==> src/rtl/mpsoc_msi_pkg.sv <==
// Shared definitions for the MSI AHB3-Lite interconnect: transfer/response
// encodings, master-port FSM states and a one-hot to index helper.
package mpsoc_msi_pkg;

    localparam logic [1:0] HTRANS_IDLE   = 2'b00;
    localparam logic [1:0] HTRANS_BUSY   = 2'b01;
    localparam logic [1:0] HTRANS_NONSEQ = 2'b10;
    localparam logic [1:0] HTRANS_SEQ    = 2'b11;

    localparam logic HRESP_OKAY  = 1'b0;
    localparam logic HRESP_ERROR = 1'b1;

    typedef enum logic [2:0] {
        ST_IDLE,
        ST_WAIT,
        ST_DATA,
        ST_ERR1,
        ST_ERR2
    } state_t;

    // Highest set bit wins; callers only ever pass a one-hot or zero vector.
    function automatic int unsigned onehot2int(input logic [31:0] oh);
        int unsigned r;
        r = 0;
        for (int i = 0; i < 32; i++) begin
            if (oh[i]) r = i;
        end
        return r;
    endfunction

endpackage

==> src/rtl/mpsoc_msi_master_port_if.sv <==
// Bus bundle around one MSI master port: AHB master side, broadcast slave
// side, per-slave responses and the arbiter grant/switch handshake.
interface mpsoc_msi_master_port_if #(
    parameter int PLEN   = 64,
    parameter int XLEN   = 64,
    parameter int SLAVES = 5
);
    logic [SLAVES-1:0][PLEN-1:0] slvHADDRBASE;
    logic [SLAVES-1:0][PLEN-1:0] slvHADDRMASK;

    logic            mstHSEL;
    logic [PLEN-1:0] mstHADDR;
    logic [XLEN-1:0] mstHWDATA;
    logic            mstHWRITE;
    logic [2:0]      mstHSIZE;
    logic [2:0]      mstHBURST;
    logic [3:0]      mstHPROT;
    logic [1:0]      mstHTRANS;
    logic            mstHMASTLOCK;
    logic            mstHREADY;
    logic [XLEN-1:0] mstHRDATA;
    logic            mstHREADYOUT;
    logic            mstHRESP;

    logic [SLAVES-1:0] slvHSEL;
    logic [PLEN-1:0]   slvHADDR;
    logic [XLEN-1:0]   slvHWDATA;
    logic              slvHWRITE;
    logic [2:0]        slvHSIZE;
    logic [2:0]        slvHBURST;
    logic [3:0]        slvHPROT;
    logic [1:0]        slvHTRANS;
    logic              slvHMASTLOCK;
    logic              slvHREADY;

    logic [SLAVES-1:0][XLEN-1:0] slvHRDATA;
    logic [SLAVES-1:0]           slvHREADYOUT;
    logic [SLAVES-1:0]           slvHRESP;

    logic [SLAVES-1:0] granted_master;
    logic [SLAVES-1:0] can_switch;

    // Port view: the block is the slave of its AHB master.
    modport slave (
        input  slvHADDRBASE, slvHADDRMASK,
        input  mstHSEL, mstHADDR, mstHWDATA, mstHWRITE, mstHSIZE, mstHBURST,
        input  mstHPROT, mstHTRANS, mstHMASTLOCK, mstHREADY,
        output mstHRDATA, mstHREADYOUT, mstHRESP,
        output slvHSEL, slvHADDR, slvHWDATA, slvHWRITE, slvHSIZE, slvHBURST,
        output slvHPROT, slvHTRANS, slvHMASTLOCK, slvHREADY,
        input  slvHRDATA, slvHREADYOUT, slvHRESP,
        input  granted_master,
        output can_switch
    );

    modport master (
        output slvHADDRBASE, slvHADDRMASK,
        output mstHSEL, mstHADDR, mstHWDATA, mstHWRITE, mstHSIZE, mstHBURST,
        output mstHPROT, mstHTRANS, mstHMASTLOCK, mstHREADY,
        input  mstHRDATA, mstHREADYOUT, mstHRESP,
        input  slvHSEL, slvHADDR, slvHWDATA, slvHWRITE, slvHSIZE, slvHBURST,
        input  slvHPROT, slvHTRANS, slvHMASTLOCK, slvHREADY,
        output slvHRDATA, slvHREADYOUT, slvHRESP,
        output granted_master,
        input  can_switch
    );

endinterface

==> src/rtl/mpsoc_msi_address_decoder.sv <==
// Base/mask address match against the slave map; lowest matching index wins.
module mpsoc_msi_address_decoder #(
    parameter int PLEN   = 64,
    parameter int SLAVES = 5
) (
    input  logic [PLEN-1:0]              addr,
    input  logic [SLAVES-1:0][PLEN-1:0]  base,
    input  logic [SLAVES-1:0][PLEN-1:0]  mask,
    output logic [SLAVES-1:0]            sel,
    output logic                         no_match
);

    logic found;

    always_comb begin
        sel   = '0;
        found = 1'b0;
        for (int s = 0; s < SLAVES; s++) begin
            if (!found && ((addr & mask[s]) == (base[s] & mask[s]))) begin
                sel[s] = 1'b1;
                found  = 1'b1;
            end
        end
    end

    assign no_match = ~found;

endmodule

==> src/rtl/mpsoc_msi_master_port.sv <==
// Per-master front end: decodes address phases, holds them until the target
// arbiter grants, muxes slave responses back and answers unmapped accesses.
module mpsoc_msi_master_port
    import mpsoc_msi_pkg::*;
#(
    parameter int PLEN   = 64,
    parameter int XLEN   = 64,
    parameter int SLAVES = 5
) (
    input  logic                      HCLK,
    input  logic                      HRESET,
    mpsoc_msi_master_port_if.slave    bus
);

    localparam int SW = (SLAVES > 1) ? $clog2(SLAVES) : 1;

    state_t          state, state_nxt;
    logic [SW-1:0]   ds, ds_nxt;
    logic [SW-1:0]   hs, hs_nxt;
    logic            data_lock, data_lock_nxt;
    logic            capture;

    logic [PLEN-1:0] h_addr;
    logic            h_write;
    logic [2:0]      h_size;
    logic [2:0]      h_burst;
    logic [3:0]      h_prot;
    logic [1:0]      h_trans;
    logic            h_lock;

    logic [SLAVES-1:0] dec_sel;
    logic              dec_miss;
    logic [SW-1:0]     dec_idx;
    logic              accept;
    logic [SLAVES-1:0] ds_oh, hs_oh;
    logic [SLAVES-1:0] next_same;
    logic [SLAVES-1:0] pin;
    logic [XLEN-1:0]   rdata;

    mpsoc_msi_address_decoder #(
        .PLEN   (PLEN),
        .SLAVES (SLAVES)
    ) u_dec (
        .addr     (bus.mstHADDR),
        .base     (bus.slvHADDRBASE),
        .mask     (bus.slvHADDRMASK),
        .sel      (dec_sel),
        .no_match (dec_miss)
    );

    assign dec_idx = SW'(onehot2int(32'(dec_sel)));
    assign accept  = bus.mstHSEL & bus.mstHREADY & bus.mstHTRANS[1];
    assign ds_oh   = SLAVES'(1) << ds;
    assign hs_oh   = SLAVES'(1) << hs;

    always_ff @(posedge HCLK) begin
        if (HRESET) begin
            state     <= ST_IDLE;
            ds        <= '0;
            hs        <= '0;
            data_lock <= 1'b0;
            h_addr    <= '0;
            h_write   <= 1'b0;
            h_size    <= '0;
            h_burst   <= '0;
            h_prot    <= '0;
            h_trans   <= HTRANS_IDLE;
            h_lock    <= 1'b0;
        end else begin
            state     <= state_nxt;
            ds        <= ds_nxt;
            hs        <= hs_nxt;
            data_lock <= data_lock_nxt;
            if (capture) begin
                h_addr  <= bus.mstHADDR;
                h_write <= bus.mstHWRITE;
                h_size  <= bus.mstHSIZE;
                h_burst <= bus.mstHBURST;
                h_prot  <= bus.mstHPROT;
                h_trans <= bus.mstHTRANS;
                h_lock  <= bus.mstHMASTLOCK;
            end
        end
    end

    always_comb begin
        state_nxt     = state;
        ds_nxt        = ds;
        hs_nxt        = hs;
        data_lock_nxt = data_lock;
        capture       = 1'b0;
        case (state)
            ST_IDLE, ST_DATA: begin
                if (accept) begin
                    if (dec_miss) begin
                        state_nxt = ST_ERR1;
                    end else if (bus.granted_master[dec_idx]) begin
                        state_nxt     = ST_DATA;
                        ds_nxt        = dec_idx;
                        data_lock_nxt = bus.mstHMASTLOCK;
                    end else begin
                        state_nxt = ST_WAIT;
                        hs_nxt    = dec_idx;
                        capture   = 1'b1;
                    end
                end else if (state == ST_DATA && bus.slvHREADYOUT[ds]) begin
                    state_nxt = ST_IDLE;
                end
            end
            // A dropped grant simply keeps us here.
            ST_WAIT: begin
                if (bus.granted_master[hs] && bus.slvHREADYOUT[hs]) begin
                    state_nxt     = ST_DATA;
                    ds_nxt        = hs;
                    data_lock_nxt = h_lock;
                end
            end
            ST_ERR1: state_nxt = ST_ERR2;
            ST_ERR2: state_nxt = ST_IDLE;
            default: state_nxt = ST_IDLE;
        endcase
    end

    always_comb begin
        bus.slvHSEL      = bus.mstHSEL ? dec_sel : '0;
        bus.slvHADDR     = bus.mstHADDR;
        bus.slvHWRITE    = bus.mstHWRITE;
        bus.slvHSIZE     = bus.mstHSIZE;
        bus.slvHBURST    = bus.mstHBURST;
        bus.slvHPROT     = bus.mstHPROT;
        bus.slvHTRANS    = bus.mstHSEL ? bus.mstHTRANS : HTRANS_IDLE;
        bus.slvHMASTLOCK = bus.mstHMASTLOCK;
        rdata            = '0;
        bus.mstHREADYOUT = 1'b1;
        bus.mstHRESP     = HRESP_OKAY;
        case (state)
            ST_WAIT: begin
                bus.slvHSEL      = hs_oh;
                bus.slvHADDR     = h_addr;
                bus.slvHWRITE    = h_write;
                bus.slvHSIZE     = h_size;
                bus.slvHBURST    = h_burst;
                bus.slvHPROT     = h_prot;
                // The arbiter may have switched away mid-burst, so restart it.
                bus.slvHTRANS    = (h_trans == HTRANS_SEQ) ? HTRANS_NONSEQ : h_trans;
                bus.slvHMASTLOCK = h_lock;
                bus.mstHREADYOUT = 1'b0;
            end
            ST_DATA: begin
                rdata            = bus.slvHRDATA[ds];
                bus.mstHREADYOUT = bus.slvHREADYOUT[ds];
                bus.mstHRESP     = bus.slvHRESP[ds];
            end
            ST_ERR1: begin
                bus.slvHSEL      = '0;
                bus.slvHTRANS    = HTRANS_IDLE;
                bus.mstHREADYOUT = 1'b0;
                bus.mstHRESP     = HRESP_ERROR;
            end
            ST_ERR2: begin
                bus.slvHSEL      = '0;
                bus.slvHTRANS    = HTRANS_IDLE;
                bus.mstHREADYOUT = 1'b1;
                bus.mstHRESP     = HRESP_ERROR;
            end
            default: ;
        endcase
    end

    assign bus.mstHRDATA = rdata;
    assign bus.slvHWDATA = bus.mstHWDATA;
    assign bus.slvHREADY = bus.mstHREADYOUT;

    // Keep the arbiter on us through a locked phase or a burst continuing to the same slave.
    assign next_same = (bus.mstHSEL && (bus.mstHTRANS == HTRANS_SEQ || bus.mstHTRANS == HTRANS_BUSY))
                       ? dec_sel : '0;

    always_comb begin
        pin = '0;
        if (state == ST_DATA && (data_lock || next_same[ds]))
            pin = ds_oh;
        else if (state == ST_WAIT && (h_lock || next_same[hs]))
            pin = hs_oh;
        bus.can_switch = ~pin;
    end

endmodule

==> src/flat_wrapper.sv <==
// flat-port wrapper written by rule: the top's interface ports become plain ports
module mpsoc_msi_master_port_flat import mpsoc_msi_pkg::*;
#(
    parameter int PLEN   = 64,
    parameter int XLEN   = 64,
    parameter int SLAVES = 5
)
  (HCLK, HRESET, bus_slvHADDRBASE, bus_slvHADDRMASK, bus_mstHSEL, bus_mstHADDR, bus_mstHWDATA, bus_mstHWRITE, bus_mstHSIZE, bus_mstHBURST, bus_mstHPROT, bus_mstHTRANS, bus_mstHMASTLOCK, bus_mstHREADY, bus_mstHRDATA, bus_mstHREADYOUT, bus_mstHRESP, bus_slvHSEL, bus_slvHADDR, bus_slvHWDATA, bus_slvHWRITE, bus_slvHSIZE, bus_slvHBURST, bus_slvHPROT, bus_slvHTRANS, bus_slvHMASTLOCK, bus_slvHREADY, bus_slvHRDATA, bus_slvHREADYOUT, bus_slvHRESP, bus_granted_master, bus_can_switch);
  mpsoc_msi_master_port_if #(.PLEN(PLEN), .XLEN(XLEN), .SLAVES(SLAVES)) bus_i ();
  input  logic HCLK;
  input  logic HRESET;
  input wire logic [$bits(bus_i.slvHADDRBASE)-1:0] bus_slvHADDRBASE;
  input wire logic [$bits(bus_i.slvHADDRMASK)-1:0] bus_slvHADDRMASK;
  input wire logic [$bits(bus_i.mstHSEL)-1:0] bus_mstHSEL;
  input wire logic [$bits(bus_i.mstHADDR)-1:0] bus_mstHADDR;
  input wire logic [$bits(bus_i.mstHWDATA)-1:0] bus_mstHWDATA;
  input wire logic [$bits(bus_i.mstHWRITE)-1:0] bus_mstHWRITE;
  input wire logic [$bits(bus_i.mstHSIZE)-1:0] bus_mstHSIZE;
  input wire logic [$bits(bus_i.mstHBURST)-1:0] bus_mstHBURST;
  input wire logic [$bits(bus_i.mstHPROT)-1:0] bus_mstHPROT;
  input wire logic [$bits(bus_i.mstHTRANS)-1:0] bus_mstHTRANS;
  input wire logic [$bits(bus_i.mstHMASTLOCK)-1:0] bus_mstHMASTLOCK;
  input wire logic [$bits(bus_i.mstHREADY)-1:0] bus_mstHREADY;
  output wire logic [$bits(bus_i.mstHRDATA)-1:0] bus_mstHRDATA;
  output wire logic [$bits(bus_i.mstHREADYOUT)-1:0] bus_mstHREADYOUT;
  output wire logic [$bits(bus_i.mstHRESP)-1:0] bus_mstHRESP;
  output wire logic [$bits(bus_i.slvHSEL)-1:0] bus_slvHSEL;
  output wire logic [$bits(bus_i.slvHADDR)-1:0] bus_slvHADDR;
  output wire logic [$bits(bus_i.slvHWDATA)-1:0] bus_slvHWDATA;
  output wire logic [$bits(bus_i.slvHWRITE)-1:0] bus_slvHWRITE;
  output wire logic [$bits(bus_i.slvHSIZE)-1:0] bus_slvHSIZE;
  output wire logic [$bits(bus_i.slvHBURST)-1:0] bus_slvHBURST;
  output wire logic [$bits(bus_i.slvHPROT)-1:0] bus_slvHPROT;
  output wire logic [$bits(bus_i.slvHTRANS)-1:0] bus_slvHTRANS;
  output wire logic [$bits(bus_i.slvHMASTLOCK)-1:0] bus_slvHMASTLOCK;
  output wire logic [$bits(bus_i.slvHREADY)-1:0] bus_slvHREADY;
  input wire logic [$bits(bus_i.slvHRDATA)-1:0] bus_slvHRDATA;
  input wire logic [$bits(bus_i.slvHREADYOUT)-1:0] bus_slvHREADYOUT;
  input wire logic [$bits(bus_i.slvHRESP)-1:0] bus_slvHRESP;
  input wire logic [$bits(bus_i.granted_master)-1:0] bus_granted_master;
  output wire logic [$bits(bus_i.can_switch)-1:0] bus_can_switch;
  assign bus_i.slvHADDRBASE = bus_slvHADDRBASE;
  assign bus_i.slvHADDRMASK = bus_slvHADDRMASK;
  assign bus_i.mstHSEL = bus_mstHSEL;
  assign bus_i.mstHADDR = bus_mstHADDR;
  assign bus_i.mstHWDATA = bus_mstHWDATA;
  assign bus_i.mstHWRITE = bus_mstHWRITE;
  assign bus_i.mstHSIZE = bus_mstHSIZE;
  assign bus_i.mstHBURST = bus_mstHBURST;
  assign bus_i.mstHPROT = bus_mstHPROT;
  assign bus_i.mstHTRANS = bus_mstHTRANS;
  assign bus_i.mstHMASTLOCK = bus_mstHMASTLOCK;
  assign bus_i.mstHREADY = bus_mstHREADY;
  assign bus_mstHRDATA = bus_i.mstHRDATA;
  assign bus_mstHREADYOUT = bus_i.mstHREADYOUT;
  assign bus_mstHRESP = bus_i.mstHRESP;
  assign bus_slvHSEL = bus_i.slvHSEL;
  assign bus_slvHADDR = bus_i.slvHADDR;
  assign bus_slvHWDATA = bus_i.slvHWDATA;
  assign bus_slvHWRITE = bus_i.slvHWRITE;
  assign bus_slvHSIZE = bus_i.slvHSIZE;
  assign bus_slvHBURST = bus_i.slvHBURST;
  assign bus_slvHPROT = bus_i.slvHPROT;
  assign bus_slvHTRANS = bus_i.slvHTRANS;
  assign bus_slvHMASTLOCK = bus_i.slvHMASTLOCK;
  assign bus_slvHREADY = bus_i.slvHREADY;
  assign bus_i.slvHRDATA = bus_slvHRDATA;
  assign bus_i.slvHREADYOUT = bus_slvHREADYOUT;
  assign bus_i.slvHRESP = bus_slvHRESP;
  assign bus_i.granted_master = bus_granted_master;
  assign bus_can_switch = bus_i.can_switch;
  mpsoc_msi_master_port #(.PLEN(PLEN), .XLEN(XLEN), .SLAVES(SLAVES)) u_core (.HCLK(HCLK), .HRESET(HRESET), .bus(bus_i));
endmodule
==> config.mk <==
export PLATFORM = sky130hd
export DESIGN_NAME = mpsoc_msi_master_port_flat
export DESIGN_NICKNAME = d
export VERILOG_FILES = /design/src/rtl/mpsoc_msi_pkg.sv /design/src/rtl/mpsoc_msi_master_port_if.sv /design/src/rtl/mpsoc_msi_address_decoder.sv /design/src/rtl/mpsoc_msi_master_port.sv /design/src/flat_wrapper.sv
export SDC_FILE = /design/constraint.sdc
export NUM_CORES = 1
export LEC_CHECK = 0
export CAP_MARGIN = 0
export CORE_AREA = 3 3 518 520
export DETAILED_ROUTE_END_ITERATION = 6
export DIE_AREA = 0 0 521 523
export DONT_BUFFER_PORTS = 1
export PLACE_DENSITY = 0.3
export SLEW_MARGIN = 40
export SYNTH_ARGS = -nofsm -noshare
export SYNTH_HDL_FRONTEND = slang
export SYNTH_SLANG_ARGS = --single-unit
==> constraint.sdc <==
create_clock -name HCLK -period 3.42 [get_ports HCLK]
set_clock_uncertainty 0.2 [all_clocks]
set_input_delay 0.342 -clock HCLK [delete_from_list [all_inputs] [get_ports HCLK]]
set_output_delay 0.342 -clock HCLK [all_outputs]
set_load 0.01 [all_outputs]
==> flow_metrics.py <==
metrics = {
    "cts": {
        "cts_sinks": 88,
        "cts_buffers": 9,
        "worstSkewPairLatency_ns": 0.45,
        "clock_path_buffers": 2,
        "cts_max_level": 3,
        "clkTransAtPathRegs_ns": 0.08,
        "cts_root_buf": "clkbuf_16",
        "cts_tree": "done",
    },
    "min_path": {
        "worstHoldPathType": "in -> reg",
    },
    "synth": {
        "seq_area_frac_synth_pct": 14.2,
        "syn_nets": 2661,
        "syn_avg_cell_area_um2": 8.04,
        "netlist_area_um2": 12400,
        "synthCells": 1540,
        "async_reset_ff_share_pct": 0,
        "ys_types": 57,
        "synth_top_flop_cell": "dfxtp_1",
        "yosys_warnings": 0,
        "synth_edf_count": 0,
        "ys_ff_latch": 88,
    },
    "sta": {
        "slew-limit-headroom_pct": 48.1,
        "tns_ns": -2.91,
        "min_period_ns": 4.19,
        "clock.fmax_ghz": 0.239,
        "finalCritPeriodShare_pct": 123,
        "slew_viol_final": 0,
        "hold_violations": 0,
        "tightest_slew_ns": 0.776,
        "setup_ws_ns": -0.771,
        "setup_viol": 6,
        "grt_setup_unrepaired": "yes",
    },
    "cells_and_area": {
        "nets": 2755,
        "final_cells": 5253,
        "final_common_cell": "xor2_1",
        "areaGrowthSynthToFinish_pct": 57.8,
        "fin_util_pct": 7.38,
        "drive_gt1_share_pct": 22.5,
        "mostFrequentLayoutCells": "309 x xor2_1, 243 x nand2_1, 214 x a22oi_1",
    },
    "die": {
        "start_util_pct": 4.68,
        "std_cell_rows": 189,
        "io_pins": 1340,
        "die_area_um2": 272000,
        "die_x_um": 521,
        "fp.dieH_um": 523,
        "coreArea_um2": 265000,
    },
    "global_route": {
        "grt_pass1_vias": 14000,
        "grt_first_pass_wirelength_mm": 268,
        "gr-usage-all-layers_pct": 16.7,
        "grt-ovfl-total": 0,
        "antenna_found_initial": 244,
        "grt_max_degree": 84,
    },
    "run_status": {
        "violations": "setup timing",
        "status": "complete, but fails checks",
    },
    "route": {
        "drt-pass1-iter-count": 5,
        "vias_per_cell": 2.90,
        "wire_per_inst_um": 45.4,
        "via_count": 15200,
        "initialDrtViolationCount": 1738,
        "finalWirelength_mm": 239,
        "drc_errors": 0,
        "postRouteAntennaNets": 0,
    },
    "worst_setup_path": {
        "required_ns": 2.88,
        "arrival_ns": 3.65,
        "crit_fanout": 8,
        "critical_path_class": "in -> out",
        "start_kind": "primary input",
        "end_kind": "output pin",
    },
    "placed_design": {
        "dp_slack_ns": -1.40,
        "portBuffers": 0,
        "dp_cells": 5047,
        "hpwl_mm": 206,
        "gp_routability_congestion": 0.928,
    },
    "pwr": {
        "p_leak_uw": 0.00698,
        "powerDensity_nw_per_um2": 207,
        "vdd_drop_max_uv": 202,
        "power_uw": 4050,
    },
    "run": {
        "maxCapViolCount": 0,
    },
}
-- registers in the layout, summed over array words and instances, names as in the netlist --
signal            cells
u_core.h_addr        64
u_core.h_prot         4
u_core.ds             3
u_core.h_burst        3
u_core.h_size         3
u_core.hs             3
u_core.state          3
u_core.h_trans        2
u_core.data_lock      1
u_core.h_lock         1
u_core.h_write        1
-- through the flow --
step / hold WS [ns] / area [um^2]
2_1_floorplan: 0.248 / 12400
3_3_place_gp: 0.273 / 17100
3_5_place_dp: 0.282 / 17100
4_1_cts: 0.00784 / 19000
5_1_grt: 0.0272 / 19400
6_report: 0.0757 / 19500
-- layout make-up --
class                           count  area, um^2
Inverter                            7        27.5
Fill cell                       31100      245000
Tap cell                         3533        4420
Multi-Input combinational cell   1239        9800
Clock buffer                       10         229
Timing Repair Buffer              289        3010
Antenna cell                       81         203
Clock inverter                      6        75.1
Sequential cell                    88        1770
-- cells in the mapped netlist (all sizes together), types with 2 or more instances --
cell type / instances / area share [%]
dfxtp: 88 / 14
xor2: 320 / 23
o22ai: 2 / 0.10
a22oi: 225 / 14
nor2: 151 / 4.6
mux2i: 82 / 6.6
o32a: 2 / 0.17
a31oi: 2 / 0.10
nor3: 11 / 0.44
and3: 4 / 0.20
a21oi: 6 / 0.24
o211a: 3 / 0.24
nand2b: 3 / 0.15
buf: 146 / 8.3
o21ai: 13 / 0.53
nand4: 42 / 2.1
nand2: 250 / 7.6
inv: 7 / 0.21
nand3: 14 / 0.57
o21a: 3 / 0.18
or3: 2 / 0.14
mux4: 66 / 12
or2: 3 / 0.15
o31ai: 2 / 0.12
nor4: 10 / 0.78
or2b: 2 / 0.13
o221ai: 3 / 0.21
clkbuf: 60 / 2.2
o221a: 2 / 0.18
-- critical path, stage by stage --
cell       delay [ns]
xor2_1           0.18
a22oi_2          0.32
nand4_1          0.36
buf_4            0.27
nor4_4           0.23
buf_6            0.18
nand2_2          0.06
buf_4            0.18
or3b_4           0.25
o2111ai_4        0.11
a31oi_4          0.22
buf_4            0.14
buf_6            0.08
buf_6            0.08
buf_6            0.09
nor3_4           0.03
a31oi_1          0.25
buf_4            0.20
-- final timing paths --
kind	end	slack, ns	cells after the start	startpoint
setup / recovery	bus_can_switch[3]	-0.77	18	bus_mstHADDR[1]
hold / removal	u_core.state[1]	0.08	3	bus_mstHTRANS[1]
setup reg to reg	u_core.data_lock	0.99	7	u_core.state[0]
hold reg to reg	u_core.h_addr[14]	0.30	2	u_core.h_addr[14]
-- report_power, final --
part,total [uW],internal [uW],switching [uW]
Clock,1250,581,671
Combinational,1760,684,1080
Sequential,1030,1030,8.87
Total,4050,2290,1760
-- what timing repair did --
action	CTS	global route
pin swaps	20	25
setup buffers	11	10
hold buffers	79	0
setup endpoints to repair	99	95
hold endpoints to repair	83	0
cloned	11	0
gates resized for setup	69	47
-- per-layer routing --
metal  part of all wire, %  track usage, %  up-vias
li1                      -               -     5692
met5                  0.40               0        -
met1                    32            16.0     7260
met3                    12            8.70      611
met2                    48            28.9     1515
met4                   6.9            9.06      136
-- cell families (layout without fill, tap and decap cells) --
kind of cell,after synthesis,in the layout,share of synthesized area [%]
AND/OR/NAND/NOR,495,495,17.1
AO/OA/AOI/OAI,276,276,16.7
XOR/XNOR,320,320,22.6
buffers and inverters,213,312,10.7
other,0,81,0
flip-flops,88,88,14.2
multiplexers,148,148,18.6
Note: power is estimated with default switching activity, not from simulation.
